## src/rtl/pc_sequencer.sv

```systemverilog
// pc_sequencer: program counter with next-PC selection and a circular
// return-address stack. One redirect per cycle, no bubbles; Exception wins
// over Stall, Stall freezes everything else.
//
// Ras entries hold raw PCPlusInc values; alignment is applied on pop so the
// stack content is exactly what was pushed. The stack memory itself is not
// reset, because a zero count already makes every entry unreachable.
module pc_sequencer #(
  parameter int               WIDTH     = 32,
  parameter logic [WIDTH-1:0] RESET_VEC = '0,
  parameter logic [WIDTH-1:0] EXC_VEC   = WIDTH'('h80),
  parameter int               INC       = 4,
  parameter int               ALIGN     = 2,
  parameter int               RAS_DEPTH = 4
) (
  input  logic             Clk,
  input  logic             Reset,
  input  logic             Stall,
  input  logic             Exception,
  input  logic             BranchTaken,
  input  logic [WIDTH-1:0] BranchTarget,
  input  logic             Jump,
  input  logic             Call,
  input  logic             Return,
  input  logic [WIDTH-1:0] JumpTarget,
  output logic [WIDTH-1:0] PCResult,
  output logic [WIDTH-1:0] PCPlusInc,
  output logic [WIDTH-1:0] PrevPC,
  output logic             RasEmpty,
  output logic             RasFull,
  output logic             RasUnderflow
);

  localparam int PW = (RAS_DEPTH > 1) ? $clog2(RAS_DEPTH) : 1;
  localparam int CW = $clog2(RAS_DEPTH + 1);
  localparam logic [WIDTH-1:0] ALIGN_MASK = ~((WIDTH'(1) << ALIGN) - WIDTH'(1));

  logic [WIDTH-1:0] pc_q, pc_n;
  logic [WIDTH-1:0] prev_q, prev_n;
  logic             uf_q, uf_n;
  logic [PW-1:0]    top_q, top_n;
  logic [CW-1:0]    cnt_q, cnt_n;
  logic [WIDTH-1:0] ras_mem [RAS_DEPTH];

  logic             wr_en;
  logic [PW-1:0]    wr_idx;
  logic [PW-1:0]    top_inc;
  logic [PW-1:0]    top_dec;

  assign PCResult     = pc_q;
  assign PrevPC       = prev_q;
  assign PCPlusInc    = pc_q + WIDTH'(INC);
  assign RasEmpty     = (cnt_q == '0);
  assign RasFull      = (cnt_q == CW'(RAS_DEPTH));
  assign RasUnderflow = uf_q;

  // Neighbouring stack slots, wrapping modulo RAS_DEPTH (need not be a power of two).
  always_comb begin
    top_inc = (top_q == PW'(RAS_DEPTH - 1)) ? '0 : top_q + PW'(1);
    top_dec = (top_q == '0) ? PW'(RAS_DEPTH - 1) : top_q - PW'(1);
  end

  // Next-PC selection and stack bookkeeping in priority order.
  always_comb begin
    pc_n   = pc_q;
    prev_n = prev_q;
    uf_n   = 1'b0;
    top_n  = top_q;
    cnt_n  = cnt_q;
    wr_en  = 1'b0;
    wr_idx = top_q;
    if (Exception) begin
      pc_n   = EXC_VEC;
      prev_n = pc_q;
      cnt_n  = '0;
    end else if (!Stall) begin
      prev_n = pc_q;
      if (Return) begin
        if (RasEmpty) begin
          pc_n = EXC_VEC;
          uf_n = 1'b1;
        end else begin
          pc_n = ras_mem[top_q] & ALIGN_MASK;
          if (Call) begin
            // pop and push in one cycle: overwrite the top in place
            wr_en  = 1'b1;
            wr_idx = top_q;
          end else begin
            top_n = top_dec;
            cnt_n = cnt_q - CW'(1);
          end
        end
      end else if (Jump) begin
        pc_n = JumpTarget & ALIGN_MASK;
        if (Call) begin
          // when full the slot after top is the oldest entry, so it gets overwritten
          wr_en  = 1'b1;
          wr_idx = top_inc;
          top_n  = top_inc;
          if (!RasFull) cnt_n = cnt_q + CW'(1);
        end
      end else if (BranchTaken) begin
        pc_n = BranchTarget & ALIGN_MASK;
      end else begin
        pc_n = PCPlusInc;
      end
    end
  end

  // Architectural state registers with synchronous reset.
  always_ff @(posedge Clk) begin
    if (Reset) begin
      pc_q   <= RESET_VEC;
      prev_q <= '0;
      uf_q   <= 1'b0;
      top_q  <= '0;
      cnt_q  <= '0;
    end else begin
      pc_q   <= pc_n;
      prev_q <= prev_n;
      uf_q   <= uf_n;
      top_q  <= top_n;
      cnt_q  <= cnt_n;
    end
  end

  // Stack storage write port.
  always_ff @(posedge Clk) begin
    if (!Reset && wr_en) ras_mem[wr_idx] <= PCPlusInc;
  end

endmodule

```

## config.mk

```make
export PLATFORM = sky130hd
export DESIGN_NAME = pc_sequencer
export DESIGN_NICKNAME = d
export VERILOG_FILES = /design/src/rtl/pc_sequencer.sv
export SDC_FILE = /design/constraint.sdc
export NUM_CORES = 1
export LEC_CHECK = 0
export BUFFER_PORTS_ARGS = -buffer_cell sky130_fd_sc_hd__buf_2
export CAP_MARGIN = 40
export CORE_MARGIN = 5
export CORE_UTILIZATION = 59
export DETAILED_ROUTE_END_ITERATION = 8
export GPL_TIMING_DRIVEN = 0
export PLACE_DENSITY = 0.85
export SLEW_MARGIN = 20
export SYNTH_ARGS = -nofsm -noshare
export SYNTH_HDL_FRONTEND = slang
export SYNTH_SLANG_ARGS = --single-unit
```

## constraint.sdc

```tcl
create_clock -name Clk -period 7.5 [get_ports Clk]
set_clock_uncertainty 0.1 [all_clocks]
set_input_delay 0.75 -clock Clk [delete_from_list [all_inputs] [get_ports Clk]]
set_output_delay 0.75 -clock Clk [all_outputs]
set_load 0.05 [all_outputs]
```

==> flow_metrics.py, run 1 <==
metrics = {
    "synth": {
        "yosysWarnings": 0,
        "synth.distinct_cells": 68,
        "ys_ff_latch": 192,
        "avgSynthCellArea_sq_um": 12.26,
        "synth_async_sr_flop_share_pct": 0,
        "seq_area_frac_synth_pct": 58.60,
        "synth_top_area_share_pct": 41.85,
        "synth-edff-count": 120,
        "synth_most_common_cell": "edfxtp_1",
        "synthesis.nets": 778,
        "ys_top_cells_by_area": "edfxtp_1, dfxtp_1, mux4_2",
        "synthesis.area_sq_um": 8610,
        "synthFlopType": "edfxtp_1",
        "synth_top_cell_by_area": "edfxtp_1",
        "syn_inst": 702,
        "ys_top_cells_by_count": "edfxtp_1, nand2_1, dfxtp_1, a21oi_1, clkbuf_1",
    },
    "routing": {
        "drt-initial-drc-count": 966,
        "antenna_left": 0,
        "wl_per_cell_microns": 23.99,
        "drc": 0,
        "vias": 7065,
        "wl_microns": 26050,
        "avgViaCountPerCell": 6.506,
        "first_pass_iters": 6,
    },
    "cells_and_area": {
        "n_antenna_cell": 0,
        "n_fill_cell": 999,
        "fin_cells": 1086,
        "final_nets": 965,
        "area_delta_synth_final_pct": 20.17,
        "drive_above_1_share_pct": 28.49,
    },
    "clock_network": {
        "clk_latency_ps": 440,
        "cts.sinks": 192,
        "postCtsSetupRepairBufs": 0,
        "cts_resized": 0,
        "clk_pin_slew_worst_paths_ps": 70,
        "cts_htree_levels": 4,
        "cts_buffers": 17,
        "cts-root-buf": "clkbuf_16",
        "holdBufCountCts": 0,
        "clockBufferDepth": 2,
        "cts_tree": "built",
    },
    "placement": {
        "placed_cells_incl_taps": 1054,
        "gp_congestion": 0.8972,
        "io_buffers": 164,
        "dp_hpwl_microns": 18200,
    },
    "floorplan": {
        "ios": 171,
        "initial_core_util_pct": 59.69,
        "fp-row-count": 44,
        "die_h_microns": 130.8,
        "coreArea_sq_um": 14420,
        "dieArea_sq_um": 17110,
        "die_w_microns": 130.8,
    },
    "grt": {
        "grt_max_degree": 27,
        "grt_antenna_before_repair": 0,
        "grt_usage_pct": 30.75,
        "grt_overflow": 0,
        "grt_pass1_vias": 6925,
        "grt_pass1_wl_microns": 38590,
    },
    "power_and_ir_drop": {
        "p_leak_nw": 3.900,
        "peakVddDrop_mv": 0.1497,
        "cellPowerDensity_nw_per_um2": 219.9,
    },
    "timing": {
        "drv_slew": 0,
        "rsz0062_at_grt": "false",
        "period_share_pct": 55.34,
        "fmax_mhz": 240.9,
        "finalSetupTns_ps": 0,
        "setup_viol": 0,
        "worst_slew_pin_slew_ps": 806.8,
        "fin_crit_ps": 4151,
        "finalHoldViolCount": 0,
        "slew_headroom_pct": 45.77,
    },
    "run_status": {
        "status": "finished clean",
    },
    "setup_path": {
        "crit_fanout": 9,
        "crit_type": "flop to primary output",
        "slowest_stage": "nor4_4",
        "worstPathArrival_ps": 3300,
        "cp.required_ps": 6650,
        "cpPeakStageDelay_ps": 660,
        "end_kind": "primary output",
        "cp_cell_sequence": "ha_1 > nand3_1 > nor4_4 > nand4_1 > xnor2_1 > buf_2",
        "critPathLaunchType": "flop",
    },
    "hold_path": {
        "hold_path_class": "flop to flop",
    },
    "job": {
        "maxCapViolCount": 0,
    },
}
## per-layer routing
layer,global-route usage [%],routed length (microns)
met3,8.577,3003
met2,49.32,12620
met4,15.97,1205
met1,38.29,9220
met5,0,0
## area by class of cell
| type | instances | area (sq um) | area share [%] |
|---|---|---|---|
| Sequential cell | 192 | 5045 | 48.76 |
| Multi-Input combinational cell | 436 | 3277 | 31.67 |
| Timing Repair Buffer | 168 | 915.9 | 8.852 |
| Clock buffer | 21 | 440.4 | 4.257 |
| Tap cell | 184 | 230.2 | 2.225 |
| Buffer | 49 | 211.5 | 2.044 |
| Clock inverter | 11 | 132.6 | 1.282 |
| Inverter | 25 | 93.84 | 0.9070 |
## registers in the layout, summed over array words and instances (netlist names), named ones only
name	count
PrevPC	32
ras_mem	120
PCResult	32
top_q	2
RasUnderflow	1
cnt_q	3
## cell usage in the layout (no fill, tap or decap), drive strengths merged, types with 9 or more instances in the layout
master	synthesis	routed
a21oi	61	61
buf	12	180
dfxtp	72	72
o211ai	12	12
nand2	76	76
nand4	9	9
nor2	26	26
nand3	11	11
mux4	30	30
clkbuf	37	58
nor3	17	17
xnor2	22	22
and3	9	9
a221oi	27	27
o21ai	29	29
inv	25	27
edfxtp	120	120
nand2b	15	15
## worst max-delay path, delay by kind of cell, from the launching register on
family	cells	cell delay (ps)
xor+xnor	1	400
fa+ha+maj	1	260
buf+inv	1	360
flops	1	550
simple gates	3	1280
## through the flow
step                total power, mW  setup slack (ps)  area, sq um  hold slack (ps)  util [%]
floorplan                     1.319              3724         8610            409.2         -
global placement              1.396              2126         9661            335.8     66.98
detailed placement            1.400              3816         9773            340.5     67.76
CTS                           2.267              3467        10350            349.1     71.73
global route                  2.332              3335        10350            365.5     71.73
finish                        2.275              3349        10350            350.0     71.73
## kinds of logic after synthesis
group | Yosys count | synth area share, %
simple gates | 192 | 11.96
flops | 192 | 58.60
compound gates | 180 | 14.10
buf+inv | 74 | 3.546
mux | 34 | 8.313
xor+xnor | 26 | 2.820
fa+ha+maj | 4 | 0.6686
## power breakdown
group,switching [mW],internal (mW)
clock,0.397,0.495
sequential,0.0177,1.13
combinational,0.167,0.0689
## worst paths after layout
path / start / to / slack [ps] / depth (start not counted)
setup / recovery: PCResult[2] / PCPlusInc[28] / 3350 / 6
setup reg to reg: PCResult[2] / ras_mem[1][28] / 4670 / 5
hold / removal: PrevPC[25] / PrevPC[25] / 350 / 2
hold reg to reg: PrevPC[25] / PrevPC[25] / 350 / 2
Note: power is estimated with default switching activity, not from simulation.
==> run 2, diff against run 1 <==
--- a/config.mk
+++ b/config.mk
@@ -8,10 +8,10 @@
 export BUFFER_PORTS_ARGS = -buffer_cell sky130_fd_sc_hd__buf_2
 export CAP_MARGIN = 40
 export CORE_MARGIN = 5
-export CORE_UTILIZATION = 59
+export CORE_UTILIZATION = 55
 export DETAILED_ROUTE_END_ITERATION = 8
 export GPL_TIMING_DRIVEN = 0
-export PLACE_DENSITY = 0.85
+export PLACE_DENSITY = 0.8
 export SLEW_MARGIN = 20
 export SYNTH_ARGS = -nofsm -noshare
 export SYNTH_HDL_FRONTEND = slang
==> constraint.sdc (replaced) <==
create_clock -name Clk -period 4.07 [get_ports Clk]
set_clock_uncertainty 0.1 [all_clocks]
set_input_delay 0.407 -clock Clk [delete_from_list [all_inputs] [get_ports Clk]]
set_output_delay 0.407 -clock Clk [all_outputs]
set_load 0.05 [all_outputs]
==> flow_metrics.py, run 2 (synthesized netlist as in run 1, its figures left out) <==
metrics = {
    "timing": {
        "fmax_mhz": 266.4,
        "finalSetupTns_ps": 0,
        "fin_crit_ps": 3754,
        "finalHoldViolCount": 0,
        "slew_headroom_pct": 44.85,
        "drv_slew": 0,
        "setup_viol": 0,
        "period_share_pct": 92.24,
        "rsz0062_at_grt": "false",
        "final.setup.worst_slack_ps": 315.7,
        "worst_slew_pin_slew_ps": 827.3,
    },
    "cells_and_area": {
        "largest_register_ffs": 120,
        "drive_above_1_share_pct": 28.94,
        "n_antenna_cell": 0,
        "top_register": "ras_mem",
        "final_nets": 965,
        "fin_cells": 1113,
        "layout_common_cells": "buf_2, edfxtp_1, nand2_1, dfxtp_1, a21oi_1",
        "area_delta_synth_final_pct": 21.00,
        "final_common_cell": "buf_2",
    },
    "setup_path": {
        "worstPathArrival_ps": 3250,
        "crit_buf_inv": 2,
        "end_kind": "primary output",
        "r2r_cells": 5,
        "cpPeakStageDelay_ps": 760,
        "critPathLaunchType": "flop",
        "crit_cells": 6,
        "crit_type": "flop to primary output",
        "cp_cell_sequence": "nand4_2 > nor4_2 > buf_4 > nand3_1 > xnor2_1 > buf_2",
        "ff2ff_setup_slack_ps": 1280,
        "cp.required_ps": 3560,
        "slowest_stage": "nor4_2",
        "crit_family": "simple AND/OR/NAND/NOR gates",
        "worstReg2RegStart": "PCResult[2]",
        "r2r-end": "ras_mem[0][25]",
        "startpoint": "PCResult[2]",
        "endpoint": "PCPlusInc[25]",
        "crit_fanout": 10,
    },
    "routing": {
        "first_pass_iters": 8,
        "drc": 0,
        "avgViaCountPerCell": 6.161,
        "drt-initial-drc-count": 923,
        "vias": 6857,
        "wl_microns": 25330,
        "wl_per_cell_microns": 22.75,
        "antenna_left": 0,
    },
    "floorplan": {
        "die_h_microns": 135.1,
        "dieArea_sq_um": 18260,
        "die_w_microns": 135.1,
        "initial_core_util_pct": 56.42,
        "ios": 171,
        "fp-row-count": 45,
        "coreArea_sq_um": 15260,
    },
    "power_and_ir_drop": {
        "internal_power_mw": 3.109,
        "combPwrFrac_pct": 10.2,
        "clock_power_share_pct": 39.5,
        "switching_share_pct": 26.11,
        "p_leak_nw": 3.927,
        "peakVddDrop_mv": 0.3301,
        "pwr-share-seq_pct": 50.2,
        "switchingPower_mw": 1.098,
        "cellPowerDensity_nw_per_um2": 403.9,
    },
    "clock_network": {
        "cts_resized": 0,
        "cts_htree_levels": 4,
        "cts.sinks": 192,
        "cts_buffers": 17,
        "postCtsSetupRepairBufs": 0,
        "holdBufCountCts": 0,
        "clk_pin_slew_worst_paths_ps": 70,
        "clk_latency_ps": 440,
        "clockBufferDepth": 2,
        "cts-root-buf": "clkbuf_16",
        "cts_tree": "built",
    },
    "placement": {
        "gp_congestion": 0.9431,
        "dp_hpwl_microns": 18020,
        "io_buffers": 164,
        "pre_cts_ws_ps": 627.7,
        "placed_cells_incl_taps": 1081,
    },
    "grt": {
        "grt_overflow": 0,
        "grt_pass1_wl_microns": 37790,
        "grt_usage_pct": 27.93,
        "grt_antenna_before_repair": 0,
        "grt_max_degree": 21,
        "grt_pass1_vias": 6518,
    },
    "run_status": {
        "status": "finished clean",
    },
    "job": {
        "maxCapViolCount": 0,
    },
    "hold_path": {
        "hold_path_class": "primary input to flop",
    },
}
## run 2: worst min-delay path by stage
| stage | startpoint | to | cells past startpoint |
|---|---|---|---|
| 3_5_place_dp | PrevPC[17] | PrevPC[17] | 2 |
| 3_3_place_gp | PrevPC[26] | PrevPC[26] | 2 |
| 5_1_grt | JumpTarget[5] | PCResult[5] | 3 |
| 2_1_floorplan | top_q[1] | flop | 2 |
| 4_1_cts | JumpTarget[5] | PCResult[5] | 3 |
| 6_report | JumpTarget[5] | PCResult[5] | 3 |
## run 2: layout make-up
| type | count | area [sq um] |
|---|---|---|
| Tap cell | 211 | 264.0 |
| Buffer | 49 | 211.5 |
| Fill cell | 1121 | 4841 |
| Clock inverter | 11 | 92.59 |
| Sequential cell | 192 | 5045 |
| Multi-Input combinational cell | 436 | 3277 |
| Clock buffer | 21 | 503.0 |
| Inverter | 25 | 93.84 |
| Timing Repair Buffer | 168 | 930.9 |
## run 2: stage by stage
step                      util (%)  hold WS, ps  power, mW  cell area (sq um)
after CTS                    68.27        150.7      4.199              10420
after floorplan                  -        409.2      2.431               8610
after global placement       63.53        335.4      2.572               9694
after global routing         68.27        181.7      4.314              10420
final                        68.27        156.5      4.207              10420
after detailed placement     64.37        342.0      2.579               9822
## run 2: metal layers
layer  up-vias  share of wire, %  track usage (%)
met5         -                 0                0
met1      3312                39            37.31
li1       3055                 -                -
met3        76               9.7            6.222
met4         0               3.2            11.14
met2       414                48            44.69
## run 2: power groups by stage
stage	clock network [mW]	registers (mW)	logic (mW)
6_report	1.66	2.11	0.431
5_1_grt	1.74	2.12	0.455
4_1_cts	1.66	2.11	0.426
3_5_place_dp	0	2.16	0.423
3_3_place_gp	0	2.16	0.417
2_1_floorplan	0	2.21	0.218
## run 2: worst min-delay path, cell delays in order
cell,delay (ps)
buf_2,80
a221oi_1,60
a21oi_1,110
==> run 3, diff against run 2 <==
--- a/config.mk
+++ b/config.mk
@@ -7,11 +7,11 @@
 export LEC_CHECK = 0
 export BUFFER_PORTS_ARGS = -buffer_cell sky130_fd_sc_hd__buf_2
 export CAP_MARGIN = 40
-export CORE_MARGIN = 5
-export CORE_UTILIZATION = 55
+export CORE_MARGIN = 2
+export CORE_UTILIZATION = 59
 export DETAILED_ROUTE_END_ITERATION = 8
 export GPL_TIMING_DRIVEN = 0
-export PLACE_DENSITY = 0.8
+export PLACE_DENSITY = 0.85
 export SLEW_MARGIN = 20
 export SYNTH_ARGS = -nofsm -noshare
 export SYNTH_HDL_FRONTEND = slang
==> constraint.sdc (replaced) <==
create_clock -name Clk -period 4.7 [get_ports Clk]
set_clock_uncertainty 0.1 [all_clocks]
set_input_delay 0.47 -clock Clk [delete_from_list [all_inputs] [get_ports Clk]]
set_output_delay 0.47 -clock Clk [all_outputs]
set_load 0.05 [all_outputs]
==> flow_metrics.py, run 3 (synthesized netlist as in run 1, its figures left out) <==
metrics = {
    "cells_and_area": {
        "n_antenna_cell": 0,
        "final_util_pct": 71.83,
        "drive_above_1_share_pct": 28.71,
        "largest_register_ffs": 120,
        "fin_cells": 1086,
        "layout_common_cells": "buf_2, edfxtp_1, nand2_1, dfxtp_1, a21oi_1",
        "final_nets": 965,
        "top_register": "ras_mem",
        "final_common_cell": "buf_2",
        "area_delta_synth_final_pct": 19.88,
    },
    "hold_path": {
        "hold_path_class": "primary input to flop",
        "hold_depth": 3,
    },
    "timing": {
        "drv_slew": 0,
        "fmax_mhz": 258.1,
        "period_share_pct": 82.45,
        "finalHoldViolCount": 0,
        "setup_viol": 0,
        "fin_crit_ps": 3875,
        "worst_slew_pin_slew_ps": 831.9,
        "slew_headroom_pct": 44.54,
        "whs_ps": 224.5,
        "rsz0062_at_grt": "false",
    },
    "clock_network": {
        "clk_latency_ps": 440,
        "holdBufCountCts": 0,
        "cts_buffers": 17,
        "cts_htree_levels": 4,
        "postCtsSetupRepairBufs": 0,
        "cts_resized": 0,
        "clk_pin_slew_worst_paths_ps": 70,
        "clockBufferDepth": 2,
        "cts_tree": "built",
        "cts-root-buf": "clkbuf_16",
        "cts.sinks": 192,
    },
    "job": {
        "maxCapViolCount": 0,
    },
    "power_and_ir_drop": {
        "cellPowerDensity_nw_per_um2": 347.4,
        "peakVddDrop_mv": 0.2951,
        "finalPower_mw": 3.586,
        "p_leak_nw": 3.895,
    },
    "grt": {
        "grt_antenna_before_repair": 0,
        "grt_overflow": 0,
        "grt_max_degree": 27,
        "grt_pass1_vias": 6814,
        "grt_usage_pct": 32.76,
        "grt_pass1_wl_microns": 38760,
    },
    "routing": {
        "wl_per_cell_microns": 23.17,
        "antenna_left": 0,
        "first_pass_iters": 5,
        "wl_microns": 25170,
        "avgViaCountPerCell": 6.565,
        "drc": 0,
        "drt-initial-drc-count": 1075,
        "vias": 7130,
    },
    "setup_path": {
        "end_kind": "primary output",
        "crit_type": "flop to primary output",
        "worstPathArrival_ps": 3300,
        "cp.required_ps": 4130,
        "cp_cell_sequence": "ha_1 > nand3_1 > nor4_4 > nand4_1 > xnor2_1 > buf_2",
        "critPathLaunchType": "flop",
        "r2r_cells": 5,
        "ff2ff_setup_slack_ps": 1860,
        "slowest_stage": "nor4_4",
        "crit_fanout": 9,
        "cpPeakStageDelay_ps": 630,
    },
    "floorplan": {
        "ios": 171,
        "coreArea_sq_um": 14370,
        "fp-row-count": 44,
        "dieArea_sq_um": 15580,
        "die_h_microns": 124.8,
        "initial_core_util_pct": 59.92,
        "die_w_microns": 124.8,
    },
    "placement": {
        "io_buffers": 164,
        "dp_hpwl_microns": 17410,
        "gp_congestion": 0.9402,
        "placed_cells_incl_taps": 1054,
    },
    "run_status": {
        "status": "finished clean",
    },
}
==> run 3: layout make-up <==
class	count	area, sq um
buffer	49	211.5
multi-input combinational	436	3277
sequential	192	5045
clock buffer	19	442.9
tap	184	230.2
fill	962	4048
timing repair buffer	168	908.4
clock inverter	13	112.6
inverter	25	93.84
==> run 3: layer usage <==
| layer | track usage [%] | share of wire [%] | vias up |
|---|---|---|---|
| li1 | - | - | 3048 |
| met1 | 43.47 | 37 | 3447 |
| met2 | 51.27 | 47 | 539 |
| met3 | 8.548 | 12 | 96 |
| met4 | 14.54 | 3.8 | 0 |
| met5 | 0 | 0 | - |
==> run 3: worst max-delay path, delay by kind of cell (launching register included) <==
kind	cells	cell delay [ps]
adders and majority gates	1	240
DFF	1	520
buffers and inverters	1	380
and+or+nand+nor	3	1270
xor gates and xnor gates	1	460
==> run 3: final timing paths <==
kind | start | endpoint
setup / recovery | PCResult[2] | PCPlusInc[28]
hold / removal | JumpTarget[5] | PCResult[5]
setup reg to reg | PCResult[2] | ras_mem[2][28]
hold reg to reg | PrevPC[0] | PrevPC[0]
==> run 3: power breakdown <==
part	switching [mW]	leakage [nW]	total (mW)	internal, mW
logic	0.266	1.91	0.376	0.110
registers	0.0277	1.71	1.83	1.80
clock network	0.636	0.271	1.38	0.743
==> run 3: stage by stage <==
step	setup WS (ps)	instance area, sq um	setup TNS, ps
after floorplan	1204	8610	0
after global placement	-332.5	9661	-18680
after detailed placement	1253	9766	0
after CTS	936.5	10320	0
after global routing	826.4	10320	0
final	825.1	10320	0
